`config.mk`:
```
export PLATFORM = sky130hd
export DESIGN_NAME = serial_adder_flat
export DESIGN_NICKNAME = d
export VERILOG_FILES = /design/src/rtl/serial_adder_if.sv /design/src/rtl/serial_adder.sv /design/src/flat_wrapper.sv
export SDC_FILE = /design/constraint.sdc
export NUM_CORES = 1
export LEC_CHECK = 0
export CAP_MARGIN = 20
export CELL_PAD_IN_SITES_DETAIL_PLACEMENT = 1
export CELL_PAD_IN_SITES_GLOBAL_PLACEMENT = 1
export CORE_AREA = 2 2 77 79
export CTS_BUF_LIST = sky130_fd_sc_hd__clkbuf_8 sky130_fd_sc_hd__clkbuf_16
export DETAILED_ROUTE_END_ITERATION = 10
export DIE_AREA = 0 0 79 81
export PLACE_DENSITY_LB_ADDON = 0.1
export SLEW_MARGIN = 40
export SYNTH_ARGS = -nofsm -noshare
export SYNTH_HDL_FRONTEND = slang
export SYNTH_SLANG_ARGS = --single-unit
```
`constraint.sdc`:
```
create_clock -name clk -period 2.75 [get_ports clk]
set_input_delay 0.55 -clock clk [delete_from_list [all_inputs] [get_ports clk]]
set_output_delay 0.55 -clock clk [all_outputs]
set_load 0.01 [all_outputs]
```
`src/rtl/serial_adder_if.sv`:
```
// serial_adder_if: operand/result bundle for the bit-serial adder.
//   start, a, b, cin : request and operands, driven by the master
//   busy, done       : progress and one-cycle completion pulse, driven by the slave
//   sum, cout        : registered result, driven by the slave
interface serial_adder_if #(
  parameter int unsigned WIDTH = 8
);
  logic             start;
  logic [WIDTH-1:0] a;
  logic [WIDTH-1:0] b;
  logic             cin;
  logic             busy;
  logic             done;
  logic [WIDTH-1:0] sum;
  logic             cout;

  modport master (
    output start, a, b, cin,
    input  busy, done, sum, cout
  );

  modport slave (
    input  start, a, b, cin,
    output busy, done, sum, cout
  );
endinterface

```
`src/rtl/serial_adder.sv`:
```
// serial_adder: adds two WIDTH-bit operands LSB first, one bit per clock, through a single
// 1-bit full-adder cell and a registered carry.
//   clk   : rising-edge clock
//   rst_n : asynchronous active-low reset, clears all state
//   bus   : slave side of serial_adder_if (start/a/b/cin in; busy/done/sum/cout out)
module serial_adder #(
  parameter int unsigned WIDTH = 8
) (
  input  logic           clk,
  input  logic           rst_n,
  serial_adder_if.slave  bus
);

  localparam int unsigned CntW = $clog2(WIDTH + 1);
  localparam logic [CntW-1:0] CntLast = CntW'(WIDTH - 1);

  typedef enum logic [1:0] {StIdle, StRun, StDone} state_e;

  state_e           state_q, state_d;
  logic [WIDTH-1:0] a_sh_q, a_sh_d;
  logic [WIDTH-1:0] b_sh_q, b_sh_d;
  logic [WIDTH-1:0] acc_q, acc_d;
  logic [WIDTH-1:0] sum_q, sum_d;
  logic             carry_q, carry_d;
  logic             cout_q, cout_d;
  logic [CntW-1:0]  cnt_q, cnt_d;

  logic             fa_s, fa_c;
  logic [WIDTH-1:0] acc_sh;
  logic             load;

  always_comb begin
    state_d = state_q;
    a_sh_d  = a_sh_q;
    b_sh_d  = b_sh_q;
    acc_d   = acc_q;
    sum_d   = sum_q;
    carry_d = carry_q;
    cout_d  = cout_q;
    cnt_d   = cnt_q;
    load    = 1'b0;

    // Full-adder cell on the current LSBs and the registered carry.
    fa_s = a_sh_q[0] ^ b_sh_q[0] ^ carry_q;
    fa_c = (a_sh_q[0] & b_sh_q[0]) | (carry_q & (a_sh_q[0] ^ b_sh_q[0]));

    // New sum bit enters at the MSB so that after WIDTH shifts bit 0 lands at acc[0].
    acc_sh            = acc_q >> 1;
    acc_sh[WIDTH-1]   = fa_s;

    unique case (state_q)
      StIdle: load = bus.start;
      StRun: begin
        acc_d   = acc_sh;
        a_sh_d  = a_sh_q >> 1;
        b_sh_d  = b_sh_q >> 1;
        carry_d = fa_c;
        cnt_d   = cnt_q + CntW'(1);
        if (cnt_q == CntLast) begin
          sum_d   = acc_sh;
          cout_d  = fa_c;
          state_d = StDone;
        end
      end
      StDone: begin
        load    = bus.start;
        state_d = StIdle;
      end
      default: state_d = StIdle;
    endcase

    if (load) begin
      a_sh_d  = bus.a;
      b_sh_d  = bus.b;
      carry_d = bus.cin;
      cnt_d   = '0;
      acc_d   = '0;
      state_d = StRun;
    end
  end

  always_ff @(posedge clk or negedge rst_n) begin
    if (!rst_n) begin
      state_q <= StIdle;
      a_sh_q  <= '0;
      b_sh_q  <= '0;
      acc_q   <= '0;
      sum_q   <= '0;
      carry_q <= 1'b0;
      cout_q  <= 1'b0;
      cnt_q   <= '0;
    end else begin
      state_q <= state_d;
      a_sh_q  <= a_sh_d;
      b_sh_q  <= b_sh_d;
      acc_q   <= acc_d;
      sum_q   <= sum_d;
      carry_q <= carry_d;
      cout_q  <= cout_d;
      cnt_q   <= cnt_d;
    end
  end

  assign bus.busy = (state_q == StRun);
  assign bus.done = (state_q == StDone);
  assign bus.sum  = sum_q;
  assign bus.cout = cout_q;

endmodule

```
`src/flat_wrapper.sv`:
```
// flat-port wrapper written by rule: the top's interface ports become plain ports
module serial_adder_flat 
#(
  parameter int unsigned WIDTH = 8
)
  (clk, rst_n, bus_start, bus_a, bus_b, bus_cin, bus_busy, bus_done, bus_sum, bus_cout);
  serial_adder_if #(.WIDTH(WIDTH)) bus_i ();
  input  logic clk;
  input  logic rst_n;
  input wire logic [$bits(bus_i.start)-1:0] bus_start;
  input wire logic [$bits(bus_i.a)-1:0] bus_a;
  input wire logic [$bits(bus_i.b)-1:0] bus_b;
  input wire logic [$bits(bus_i.cin)-1:0] bus_cin;
  output wire logic [$bits(bus_i.busy)-1:0] bus_busy;
  output wire logic [$bits(bus_i.done)-1:0] bus_done;
  output wire logic [$bits(bus_i.sum)-1:0] bus_sum;
  output wire logic [$bits(bus_i.cout)-1:0] bus_cout;
  assign bus_i.start = bus_start;
  assign bus_i.a = bus_a;
  assign bus_i.b = bus_b;
  assign bus_i.cin = bus_cin;
  assign bus_busy = bus_i.busy;
  assign bus_done = bus_i.done;
  assign bus_sum = bus_i.sum;
  assign bus_cout = bus_i.cout;
  serial_adder #(.WIDTH(WIDTH)) u_core (.clk(clk), .rst_n(rst_n), .bus(bus_i));
endmodule
```
## After elaboration in Yosys (flattened, before gate mapping)

Index checks and enable logic that the tools add are counted.

| storage, ports and cells | value |
|---|---|
| register bits after elaboration | 40 |
| bits of input ports | 20 |
| output and inout port bits | 11 |

| cells by class | value |
|---|---|
| add/sub/neg operators | 1 |
| eq/ne operators | 5 |
| multiplexer cells | 14 |
| bitwise gates (word level) | 5 |
| reductions and logical operators | 5 |

Operators with widths:

| operator | number |
|---|---|
| $mux 8 | 6 |
| $mux 4 | 2 |
| $add 4x1->4 const B | 1 |
| $eq 4x3->1 const B | 1 |
| $mux 2 | 2 |
| $pmux 2 s2 | 1 |
| $reduce_and 2->1 | 2 |
| $mux 1 | 3 |
| $ne 3x1->1 const B | 1 |
| $and 1x1->1 | 2 |
| $eq 2x1->1 const B | 1 |
| $eq 2x2->1 const B | 1 |
| $logic_not 2->1 | 1 |
| $ne 2x1->1 const B | 1 |
| $reduce_bool 2->1 | 1 |
| $reduce_or 2->1 | 1 |
| $xor 1x1->1 | 2 |
| $or 1x1->1 | 1 |

## Depth between registers and ports, before layout

| logic depth | value |
|---|---|
| word-level depth | 5 |
| gate-level depth with buffers | 6 |
| mapped depth without buffers | 4 |

## Least setup slack after synthesis

Ideal clock, no wire load.

| path | value |
|---|---|
| path kind | register -> output |
| start | reg u_core.state_q[1] |
| end | out bus_busy |
| data arrival time | 0.946 ns |
| setup slack | 1.254 ns |
| cell stages (with the launch flop) | 5 |
| path buffers | 2 |
| cell sequence | dfrtp_1 -> nand2b_1 -> buf_6 -> inv_2 -> buf_2 |

| between the ends | value |
|---|---|
| word-level cells in the longest chain between the ends | 1 |

Ends and longest elaborated chain:

| what | RTL line | source |
|---|---|---|
| start: declaration | serial_adder.sv:19 | `state_e state_q, state_d;` |
| start signal: assignment | serial_adder.sv:84 | `state_q <= StIdle;` |
| start signal: assignment | serial_adder.sv:93 | `state_q <= state_d;` |
| $eq 2x1->1 | serial_adder.sv:104 | `assign bus.busy = (state_q == StRun);` |
| end: declaration | flat_wrapper.sv:14 | `output wire logic [$bits(bus_i.busy)-1:0] bus_busy;` |

Every way passes these cells.

## Final worst setup path

Ends and elaborated chain as after synthesis.

==> metrics.yaml <==
synth_most_common_cell: "dfrtp_1"
cts_setup_buffers: 0
worst-setup-path-type: "reg -> out"
netlist_instances: 143
synthToLayoutAreaGrowth_pct: 28.2
min_period_over_period_pct: 77.1
wl_met2_mm: 1.70
die_w_um: 79
met3_wirelength_um: 131
grt_max_degree: 40
min_period_ps: 2120
cts_tree: "done"
final_util_pct: 36.4
synth-edff-count: 0
drtIter0Drc: 41
ir_drop_mv: 0.429
holdBufCountCts: 0
wl_per_cell_um: 14.0
fin_area_um2: 2070
viasPerCell: 4.59
hold_slack_ps: 226
grt_pass1_vias: 1279
setup_viol: 0
die_h_um: 81
crit_arrival_ps: 1570
drc: 0
fin_nets: 197
io_pins: 31
tightest_slew_ps: 517
rows: 28
avgSynthCellArea_um2: 11.3
powerDensity_nw_per_um2: 1090
place_inst: 243
synth_flop_cell: "dfrtp_1"
drive_above_1_share_pct: 12.5
synth_commonest_cells: "dfrtp_1, nand2_1, nor2_1"
grt_antenna_before_repair: 0
finalNonFillerCells: 251
ys_top_cells_by_area: "dfrtp_1, nand2_1, mux2_2"
path_clk_slew_ps: 70
synth_top_area_share_pct: 60.5
setup_ws_ps: 629
worstPathRequired_ps: 2200
clk_latency_ps: 290
cp-start-kind: "flip-flop"
cts_inserted_buffers: 5
cts_sinks: 39
htree_levels: 2
antenna_cells: 0
start_util_pct: 28.4
max-slew-margin-rel_pct: 65.6
dieArea_um2: 6400
rsz0062_at_grt: "false"
synth.distinct_cells: 23
fin_total_pwr_mw: 2.25
finalSetupTns_ps: 0
min_path_type: "in -> async"
cp_max_fo: 7
cts-root-buf: "clkbuf_8"
grt_use_total_pct: 12.4
grt_pass1_wl_mm: 6.02
core_region_area_um2: 5680
dp_hpwl_mm: 2.36
place_congestion: 0.696
dpl-instance-area_um2: 1990
cts_buffer_depth: 2
synth_seq_cells: 39
fin_skew_ps: 6.03
critPathCaptureType: "output port"
async_reset_ff_share_pct: 100
finalHoldViolCount: 0
max_cap_viol_count: 0
synth-seq-area-share_pct: 60.5
yosysTopAreaCell: "dfrtp_1"
synth_nets: 165
fmax_ghz: 0.472
antenna_left: 0
firstDrtPassIters: 4
p_leak_nw: 0.921
num_vias: 1152
cts.repair.resized: 0
maxSlewViolCount: 0
routed.top_layer: "met4"
m1WireLength_mm: 1.64
io_buffers: 30
ys.warnings.count: 0
status: "finished, final reports clean"
synth_area_um2: 1610
overflow: 0
wl_mm: 3.52
post-place-ws_ps: 852
## metal layers
| metal | vias to the layer above | global-route usage (%) |
|---|---|---|
| met5 | - | 0 |
| li1 | 558 | - |
| met1 | 568 | 15.3 |
| met3 | 5 | 3.67 |
| met4 | 0 | 5.17 |
| met2 | 21 | 20.3 |
## worst paths after layout
| check | slack (ps) | to | cells after the start | from |
|---|---|---|---|---|
| worst max register to register | 900 | u_core.bus.cout$_DFFE_PN0P_ | 4 | u_core.state_q[1]$_DFFE_PN0P_ |
| worst max-delay path | 630 | bus_busy | 3 | u_core.state_q[1]$_DFFE_PN0P_ |
| min in group clk | 510 | u_core.a_sh_q[7]$_DFFE_PN0P_ | 1 | u_core.a_sh_q[7]$_DFFE_PN0P_ |
| worst min-delay path | 230 | u_core.bus.sum[1]$_DFFE_PN0P_ | 1 | rst_n |
| max in group asynchronous | 2150 | u_core.a_sh_q[5]$_DFFE_PN0P_ | 1 | rst_n |
| worst min register to register | 510 | u_core.a_sh_q[7]$_DFFE_PN0P_ | 1 | u_core.a_sh_q[7]$_DFFE_PN0P_ |
## registers in the layout, summed over array words and instances, names as in the netlist
register	cells
u_core.b_sh_q	8
u_core.cnt_q	4
u_core.bus.cout	1
u_core.bus.sum	8
u_core.carry_q	1
u_core.state_q	2
u_core.a_sh_q	8
u_core.acc_q	7
## critical path, cell delays in order (launching register included)
cell and delay (ps):
dfrtp_1 390, nand2b_1 260, inv_2 100, clkdlybuf4s50_1 530
## layout make-up
| class | instances | area [um^2] |
|---|---|---|
| Multi-Input combinational cell | 95 | 593 |
| Tap cell | 75 | 93.8 |
| Clock inverter | 3 | 12.5 |
| Timing Repair Buffer | 33 | 320 |
| Clock buffer | 5 | 68.8 |
| Fill cell | 661 | 3610 |
| Inverter | 1 | 3.75 |
| Sequential cell | 39 | 976 |
## cell families (layout without fill, tap and decap cells)
group                    after synthesis  count (layout)  share of synthesized area [%]
buffers and inverters                  9              42                           2.72
AND/OR/NAND/NOR                       55              55                           15.2
adder cells (fa/ha/maj)                2               2                           2.02
XOR/XNOR                               1               1                          0.543
flip-flops                            39              39                           60.5
multiplexers                          10              10                           6.90
AO/OA/AOI/OAI                         27              27                           12.1
## cell usage in the layout (no fill, tap or decap), drive strengths merged
cell type      Yosys  routed
dfrtp             39      39
inv                1       3
nand2b             2       2
clkbuf             5       5
nand4              1       1
a31oi             12      12
o21ai              2       2
mux2               9       9
ha                 1       1
nor3               1       1
and2b              2       2
xor2               1       1
nand3b             1       1
a22oi              3       3
a22o              10      10
fa                 1       1
mux2i              1       1
clkinv             0       1
clkdlybuf4s50      0      29
nor2              14      14
buf                3       4
nand3              4       4
nand2             30      30
## power by group
group / switching [mW] / internal [mW] / leakage (nW) / total [mW]
registers: 0.167 / 0.835 / 0.490 / 1.00
clock network: 0.193 / 0.171 / 0.0505 / 0.364
logic: 0.439 / 0.448 / 0.381 / 0.887
Note: power is estimated with default switching activity, not from simulation.
==> variant (same settings) <==
`WIDTH` is set to 8 in 3 places; all go to 16.
--- a/src/rtl/serial_adder_if.sv
+++ b/src/rtl/serial_adder_if.sv
@@ -3,7 +3,7 @@
 //   busy, done       : progress and one-cycle completion pulse, driven by the slave
 //   sum, cout        : registered result, driven by the slave
 interface serial_adder_if #(
-  parameter int unsigned WIDTH = 8
+  parameter int unsigned WIDTH = 16
 );
   logic             start;
   logic [WIDTH-1:0] a;
--- a/src/rtl/serial_adder.sv
+++ b/src/rtl/serial_adder.sv
@@ -4,7 +4,7 @@
 //   rst_n : asynchronous active-low reset, clears all state
 //   bus   : slave side of serial_adder_if (start/a/b/cin in; busy/done/sum/cout out)
 module serial_adder #(
-  parameter int unsigned WIDTH = 8
+  parameter int unsigned WIDTH = 16
 ) (
   input  logic           clk,
   input  logic           rst_n,
--- a/src/flat_wrapper.sv
+++ b/src/flat_wrapper.sv
@@ -1,7 +1,7 @@
 // flat-port wrapper written by rule: the top's interface ports become plain ports
 module serial_adder_flat 
 #(
-  parameter int unsigned WIDTH = 8
+  parameter int unsigned WIDTH = 16
 )
   (clk, rst_n, bus_start, bus_a, bus_b, bus_cin, bus_busy, bus_done, bus_sum, bus_cout);
   serial_adder_if #(.WIDTH(WIDTH)) bus_i ();
Ports: changed (resized bus_a, bus_b and bus_sum); port bits go from 31 to 55. No check against the original RTL was run, so the function may have changed too.
==> variant against the unedited design <==
Worst setup slack worse by 0.12 ns; synthesized area up 86%; global-route usage up 13 points; cell area up 83%; largest cell class unchanged; register-to-register slack worse by 0.08 ns; sequential cell count up 33; power up 110%; sequential share of layout area up 0.43 points; clock power up 150%; maximum frequency down 5.3%; routed wire length up 110%; largest power group unchanged; worst hold slack worse by 0.012 ns; core utilization up 30 points.
==> variant: results (changes against the unedited design) <==
logic_synthesis:
  ys_warn_count: 0  # unchanged
  synth_area_leaders: "dfrtp_1 (60%), nand2_1 (6.5%), a22o_1 (5.3%), mux2_4 (4.5%), a31oi_1 (4.0%)"  # was dfrtp_1 (61%), nand2_1 (7.0%), mux2_2 (6.3%), a22o_1 (5.4%), a31oi_1 (4.7%)
  synthTopCellsByCount: "dfrtp_1 (72), nand2_1 (52), a31oi_1 (19), nor2_1 (19), a22o_1 (18)"  # was dfrtp_1 (39), nand2_1 (30), nor2_1 (13)
  syn_nets: 300  # was 165
  async_reset_ff_frac: 1.00  # unchanged
  netlist-cell-type-count: 27  # was 23
  ys_seq_area_frac: 0.602  # was 0.605
status:
  status: "completed"  # unchanged
global_route:
  grt_use_total: 0.249  # was 0.124
  grt_pass1_vias: 2330  # was 1279
  grt_pass1_wl_um: 11900  # was 6020 µm
  grt_use_met1: 0.323  # was 0.153
  grt_use_met2: 0.428  # was 0.203
  antenna_found_initial: 0  # unchanged
  use_met3: 0.0522  # was 0.0367
  grt_max_degree: 73  # was 40
worst_setup_path:
  critPathLaunch: "u_core.state_q[1]"  # unchanged
  r2r-end: "u_core.bus.sum[9]"  # was u_core.bus.cout
  critPathArrivalTime_ns: 1.69  # was 1.57 ns
  r2r_cells: 5  # was 4
  critPathMaxFanout: 18  # was 7
  worst-r2r-setup-slack_ns: 0.82  # was 0.90 ns
place:
  place.gp.congestion: 0.767  # was 0.696
  dp_slack_ns: 0.843  # was 0.852 ns
  port_buffers: 54  # was 30
  dpl.hpwl_um: 4450  # was 2360 µm
power:
  pg_clk_uw: 894  # was 364 µW
  pwr-share-seq: 0.411  # was 0.445
  ir_drop_v: 0.000689  # was 0.000429 V
  power.switching_mw: 1.71  # was 800 µW
  clockPowerShare: 0.191  # was 0.162
  p_leak_nw: 1.75  # was 0.921 nW
clock_tree:
  ctsRootBufferMaster: "clkbuf_8"  # unchanged
  htreeDepth: 3  # was 2
  numCtsBuffers: 9  # was 5
  cts.clk_slew.worst_paths_ns: 0.08
  post_cts_resize_count: 0  # unchanged
  post-cts-setup-buffer-count: 0  # unchanged
  cts_buffer_depth: 2  # unchanged
  clkLatencyLatePin_ns: 0.34  # was 0.29 ns
worst_hold_path:
  hp-class: "primary input to asynchronous set/reset pin"  # unchanged
detailed_routing:
  drt-met1-wl_um: 3190  # was 1640 µm
  highest_layer: "met4"  # unchanged
  met3_length_um: 319  # was 131 µm
  drt_iter0_drc: 120  # was 41
  met2WireLength_um: 3890  # was 1700 µm
  viasPerCell: 5.67  # was 4.59
  drt_first_pass_iters: 4  # unchanged
  wl_per_cell_um: 19.0  # was 14.0 µm
timing:
  fin_skew_ns: 0.0108  # was 0.00603 ns
  holdWs_ns: 0.214  # was 0.226 ns
  clock.fmax_mhz: 446  # was 472 MHz
  tightest_slew_ns: 0.642  # was 0.517 ns
final_layout:
  drive_gt1_frac: 0.136  # was 0.125
  diodes: 0  # unchanged
  final_nets: 351  # was 197
-- variant: changes by cell type after synthesis, moves of 2 or more --
| cell | before | now |
|---|---|---|
| clkbuf_1 | 5 | 8 |
| and2b_1 | 2 | 0 |
| nand2_1 | 30 | 52 |
| buf_2 | 2 | 7 |
| a31oi_1 | 12 | 19 |
| a22oi_1 | 3 | 12 |
| dfrtp_1 | 39 | 72 |
| a22o_1 | 10 | 18 |
| nor2_1 | 13 | 19 |
| inv_1 | 0 | 2 |
| nor2b_1 | 0 | 2 |
| mux2_4 | 0 | 9 |
| nand3_1 | 4 | 13 |
-- variant: through the flow --
step / cell area, µm² / utilization / cells
global placement: 3570 / 0.629 / 376
detailed placement: 3570 / 0.629 / 376
finish: 3780 / 0.667 / 392
global route: 3780 / 0.667 / 392
floorplan: 3000 / - / 261
CTS: 3780 / 0.667 / 392
-- variant: how the worst max path moves through the flow --
stage                               to  depth (start not counted)
finish                        bus_busy                          3
global route                  bus_busy                          3
CTS                           bus_busy                          3
detailed placement    u_core.acc_q[12]                          4
global placement      u_core.a_sh_q[6]                          5
floorplan           u_core.bus.sum[10]                          6
-- variant: cell families (layout without fill, tap and decap cells) --
logic type               Yosys count  after routing  synth area share
AND/OR/NAND/NOR                   92             92             0.131
flip-flops                        72             72             0.602
AO/OA/AOI/OAI                     52             52             0.129
buffers and inverters             22             78            0.0384
multiplexers                      20             20            0.0856
adder cells (fa/ha/maj)            3              3            0.0150
-- variant: worst max-delay path: stages, from the launching register on --
cell             delay [ns]
dfrtp_1                0.38
nand2b_1               0.21
clkinv_4               0.17
clkdlybuf4s50_1        0.58
-- variant: cell type report --
type,count,area [µm²]
clock buffers,9,124
repair buffers,59,579
well taps,75,93.8
clock inverters,7,87.6
flip-flops and latches,72,1800
inverters,3,16.3
fillers,605,1890
multi-input cells,167,1080
